<file path="src/rtl/imem_loader.sv">
// Streams 32-bit instruction words into the byte-wide instruction array, MSB byte first.
// Optional macro IMEM_LOADER_CHECKSUM_EN adds a per-session XOR checksum output (csum).
module imem_loader #(
   parameter int MEM_BYTES = 20,
   parameter int ADDR_W    = 32
) (
   input  logic              clk,
   input  logic              reset,
   input  logic              start,
   input  logic [ADDR_W-1:0] base_addr,
   input  logic [31:0]       word_in,
   input  logic              word_valid,
   input  logic              word_last,
   output logic              word_ready,
   output logic              mem_we,
   output logic [ADDR_W-1:0] mem_addr,
   output logic [7:0]        mem_wdata,
   output logic              busy,
   output logic              done,
   output logic              err
`ifdef IMEM_LOADER_CHECKSUM_EN
   ,
   output logic [31:0]       csum
`endif
);

   typedef enum logic [2:0] {
      S_IDLE, S_WAIT, S_WR0, S_WR1, S_WR2, S_WR3, S_FIN
   } state_t;

   localparam logic [ADDR_W:0] LAST_BYTE = (ADDR_W+1)'(MEM_BYTES - 1);

   state_t            state_q, state_d;
   logic [ADDR_W-1:0] addr_q, addr_d;
   logic [31:0]       word_q, word_d;
   logic              last_q, last_d;
   logic              err_q, err_d;
   logic [ADDR_W:0]   end_addr;
   logic              in_range;
   logic [31:0]       word_rot;

   // One extra bit so a base near the top of the address space cannot wrap into range.
   assign end_addr = {1'b0, addr_q} + (ADDR_W+1)'(3);
   assign in_range = (end_addr <= LAST_BYTE);
   assign word_rot = {word_q[23:0], word_q[31:24]};

`ifdef IMEM_LOADER_CHECKSUM_EN
   logic [31:0] csum_q, csum_d;
   assign csum = csum_q;
`endif

   always_ff @(posedge clk) begin
      if (reset) begin
         state_q <= S_IDLE;
         addr_q  <= '0;
         err_q   <= 1'b0;
`ifdef IMEM_LOADER_CHECKSUM_EN
         csum_q  <= '0;
`endif
      end else begin
         state_q <= state_d;
         addr_q  <= addr_d;
         err_q   <= err_d;
`ifdef IMEM_LOADER_CHECKSUM_EN
         csum_q  <= csum_d;
`endif
      end
   end

   always_ff @(posedge clk) begin
      word_q <= word_d;
      last_q <= last_d;
   end

   always_comb begin
      state_d    = state_q;
      addr_d     = addr_q;
      word_d     = word_q;
      last_d     = last_q;
      err_d      = err_q;
`ifdef IMEM_LOADER_CHECKSUM_EN
      csum_d     = csum_q;
`endif
      word_ready = 1'b0;
      mem_we     = 1'b0;
      mem_addr   = '0;
      mem_wdata  = '0;
      done       = 1'b0;
      case (state_q)
         S_IDLE: begin
            if (start) begin
               addr_d  = base_addr;
               err_d   = 1'b0;
`ifdef IMEM_LOADER_CHECKSUM_EN
               csum_d  = '0;
`endif
               state_d = S_WAIT;
            end
         end
         S_WAIT: begin
            word_ready = 1'b1;
            if (word_valid) begin
               word_d = word_in;
               last_d = word_last;
               if (in_range) begin
                  state_d = S_WR0;
               end else begin
                  err_d   = 1'b1;
                  state_d = S_FIN;
               end
            end
         end
         // The shift register rotates so the next byte is always in [31:24].
         S_WR0: begin
            mem_we    = 1'b1;
            mem_addr  = addr_q;
            mem_wdata = word_q[31:24];
            word_d    = word_rot;
            state_d   = S_WR1;
         end
         S_WR1: begin
            mem_we    = 1'b1;
            mem_addr  = addr_q + ADDR_W'(1);
            mem_wdata = word_q[31:24];
            word_d    = word_rot;
            state_d   = S_WR2;
         end
         S_WR2: begin
            mem_we    = 1'b1;
            mem_addr  = addr_q + ADDR_W'(2);
            mem_wdata = word_q[31:24];
            word_d    = word_rot;
            state_d   = S_WR3;
         end
         S_WR3: begin
            mem_we    = 1'b1;
            mem_addr  = addr_q + ADDR_W'(3);
            mem_wdata = word_q[31:24];
            word_d    = word_rot;
            addr_d    = addr_q + ADDR_W'(4);
`ifdef IMEM_LOADER_CHECKSUM_EN
            // After three rotations, one more restores the original word.
            csum_d    = csum_q ^ word_rot;
`endif
            state_d   = last_q ? S_FIN : S_WAIT;
         end
         S_FIN: begin
            done    = 1'b1;
            state_d = S_IDLE;
         end
         default: state_d = S_IDLE;
      endcase
   end

   assign busy = (state_q != S_IDLE);
   assign err  = err_q;

endmodule

</file>
<file path="config.mk">
export PLATFORM = sky130hd
export DESIGN_NAME = imem_loader
export DESIGN_NICKNAME = d
export VERILOG_FILES = /design/src/rtl/imem_loader.sv
export SDC_FILE = /design/constraint.sdc
export NUM_CORES = 1
export LEC_CHECK = 0
export ABC_AREA = 1
export CAP_MARGIN = 20
export CORE_ASPECT_RATIO = 1.5
export CORE_MARGIN = 2
export CORE_UTILIZATION = 61
export CTS_BUF_LIST = sky130_fd_sc_hd__clkbuf_4 sky130_fd_sc_hd__clkbuf_8
export DETAILED_ROUTE_END_ITERATION = 12
export DONT_BUFFER_PORTS = 1
export PLACE_DENSITY = 0.84
export SLEW_MARGIN = 10
export SYNTH_ARGS = -nofsm -noshare
export SYNTH_HDL_FRONTEND = slang
export SYNTH_SLANG_ARGS = --single-unit
</file>
<file path="constraint.sdc">
create_clock -name clk -period 3 [get_ports clk]
set_input_delay 0.3 -clock clk [delete_from_list [all_inputs] [get_ports clk]]
set_output_delay 0.3 -clock clk [all_outputs]
set_load 0.005 [all_outputs]
</file>
==> impl_results.md <==
* Run status: complete, no violations
* Most frequent cells in the layout: nand2_1, inv_1, nor2_1
* Routability congestion estimate at 1.05
* Syn. warnings at 0
* # IOs at 114
* Area grow syn2layout at 8.90%
* Port Buffers at 0
* Slew HR at between 40% and 50%
* Residual DRC at 0
* Global-route met1 utilization at 44.3%
* Worst-path clk slew at around 0.090 ns
* Number of enable flip-flop cells after synthesis at 33
* Finished Layout Cells at ~1100
* CORE AREA at 0.00974 mm2
* DP HPWL at about 17 mm
* Total GRT Usage at 41.9%
* Worst-path maximum fanout at 6
* Fraction of layout cells with a size suffix above 1 at 11.8%
* Sequential share of the synthesized area at approximately 28%
* Critical path launch point: addr_q[4]$_SDFFE_PP0P_
* Reg power frac at a little over a third
* Number of inserted diodes at 0
* Total power divided by cell area at 801 mW/mm2
* Worst EP arrival at 2.59 ns
* Final Hold Fails at 0
* CTS buffer count at 9
* Data required, critical path at roughly 2.7 ns
* Adder-cell share of the synthesized area at ~1.7%
* Design area at 0.00671 mm2
* Synth Instances at 1002
* # nets final at 1083
* Fmax at approximately 350 MHz
* Post-DRT Antenna Nets at 0
* CTS Root Cell: clkbuf_8
* Row count at 44
* RSZ-0062 raised after global routing: no
* Overflow after GRT at 0
* Final period util at 96.3%
* Post-synth ARST share at 0%
* Slew Limit Fails at 0
* Leakage at around 2.8 nW
* Worst Tran Pin Value at 0.898 ns
* # setup viols final at 0
* Met3 Resource Use GR at 7.82%
* Vias in the first global route at around 6800
* Sw frac at 47.4%
* Worst Hold Launch: reset
* Yosys reg bits at 69
* Effective utilization at floorplan at a little over three fifths
* Clock sink total at 69
* Startpoint types: flop
* Initial drt markers at 703
* Main synth FF type: dfxtp_1
* Post-place instance area at 0.00637 mm2
* CTS tree: built
* CP endpoint kind: output pin
* Switching pwr at 0.00255 W
* WS Path Type: reg -> out
* Clock power frac at 18.5%
* Die Area at 0.0109 mm2
* Netlist cell types at 50
* Min-delay worst type: in -> reg
* Avg Cell Area, Syn at approximately 6 um2
* First-pass GRT wire length at 35.0 mm
* Drt pass-1 iters at 5
* Simple-gate share of the synthesized area at 41.0%
* Worst skew pair latency at 0.37 ns
* Combinational fraction of design power at 46.7%
* Compound-Gate Fraction of Synth Area at 17.2%
* Worst Skew at 0.0190 ns
* Busiest grt layer: met2
* Setup TNS at 0 ns
* Routed wire length at between 20 and 25 mm
* Multiplexer area fraction after synthesis at 0%
* Largest family of logic cells by synthesized area: simple AND/OR/NAND/NOR gates
* Vias per Instance at 6.34
* Via count at 7141
* Max clock buf depth at 2
* Pint at 0.00283 W
* Antenna violations before repair at 0
* Crit path time final at between 2 and 3 ns
* Max cap viols at 0
* Pin count of the biggest net entering global routing at 51
* Syn_nets at 1079
* Post-Syn Area at 0.00616 mm2
* M2 GR Usage at between 70% and 80%
* H-Tree Level Count at 3
* R2r startpoint: addr_q[0]$_SDFFE_PP0P_
* Dpl cells at 1106
* Worst VDD drop at 1.46 mV
* Die Ht at 127 um
* Synthesized-area fraction occupied by xor and xnor cells at roughly 1.8%
* WL/cell at between 20 and 25 um
* Die Width at 86.0 um
* Most common cell after layout, fill and taps aside: nand2_1
worst max-delay path: stages, from the launching register on:
cell and delay (ns):
dfxtp_1 0.61, nand2_2 0.22, inv_1 0.13, nand2_2 0.10
nor2_4 0.17, nand2_2 0.11, nor3_2 0.15, nand2_1 0.13
nor3_2 0.16, a21oi_1 0.08, o21ai_0 0.08, o211ai_1 0.13
nand2_1 0.10, inv_1 0.05
final timing paths:
check	to	slack (ns)	cells past startpoint
setup / recovery	mem_addr[31]	0.11	13
hold / removal	addr_q[3]$_SDFFE_PP0P_	0.006	1
setup reg to reg	err$_SDFFE_PP0P_	0.39	16
hold reg to reg	err$_SDFFE_PP0P_	0.49	2
power groups by stage:
stage               Sequential [W]  Combinational, W  Clock (W)
floorplan                  0.00171           0.00176          0
global placement           0.00185           0.00237          0
detailed placement         0.00186           0.00240          0
CTS                        0.00185           0.00243   0.000990
global route               0.00189           0.00275    0.00102
finish                     0.00187           0.00251   0.000994
cells in the mapped netlist, drive strengths merged, types with 2 or more instances:
cell type  instances  area [um2]
nand2            344        1360
inv              123         462
nor2             121         611
nand3             69         350
o21ai             61         305
a21oi             45         225
dfxtp             36         721
edfxtp            33         991
clkbuf            27         104
nor3              24         130
a31oi             20         125
buf               15        72.6
o211ai            12        90.1
xor2              12         105
nand4              8        50.1
o221ai             8        70.1
ha                 7        87.6
o31ai              4        30.0
a2111oi            3        26.3
a211oi             3        22.5
o21a               3        22.5
o22ai              3        18.8
a21o               2        15.0
a221oi             2        17.5
o21bai             2        15.0
o311ai             2        17.5
final cells by class:
cell class	count	area (um2)
clock inverter	5	108
multi-input combinational	767	3850
fill	915	3040
inverter	124	465
sequential	69	1710
timing repair buffer	35	280
clock buffer	11	145
tap	115	144
flip-flops by register name (all words and copies together), names as in the netlist:
| name | flops |
|---|---|
| word_q | 32 |
| err | 1 |
| addr_q | 32 |
| state_q | 3 |
| last_q | 1 |
routing by layer:
metal  wire (um)  vias to the layer above
met5           0                        -
met4        2240                        0
met1        7780                     3217
met2       11100                      491
li1            -                     3284
met3        2030                      149
per-stage QoR:
stage / power [W] / hold slack (ns) / setup slack (ns) / util [%]
after floorplan: 0.00348 / 0.378 / 0.493 / -
after global placement: 0.00422 / 0.373 / 0.278 / 65.4
after detailed placement: 0.00426 / 0.376 / 0.272 / 65.4
after CTS: 0.00526 / 0.000987 / 0.00951 / 68.2
after global routing: 0.00567 / 0.00200 / 0.00997 / 68.8
final: 0.00537 / 0.00562 / 0.112 / 68.8
what timing repair did:
action	in CTS	in global routing
gates resized for setup	2	13
setup buffers	0	0
hold buffers	2	2
setup endpoints to repair	2	15
hold endpoints to repair	8	1
cell families after synthesis:
group                      Yosys count
and+or+nand+nor                    569
xor gates and xnor gates            13
DFF                                 69
adders and majority gates            8
AOI/OAI and AO/OA                  177
buffers and inverters              166
Power figures use the tool's default switching activity.
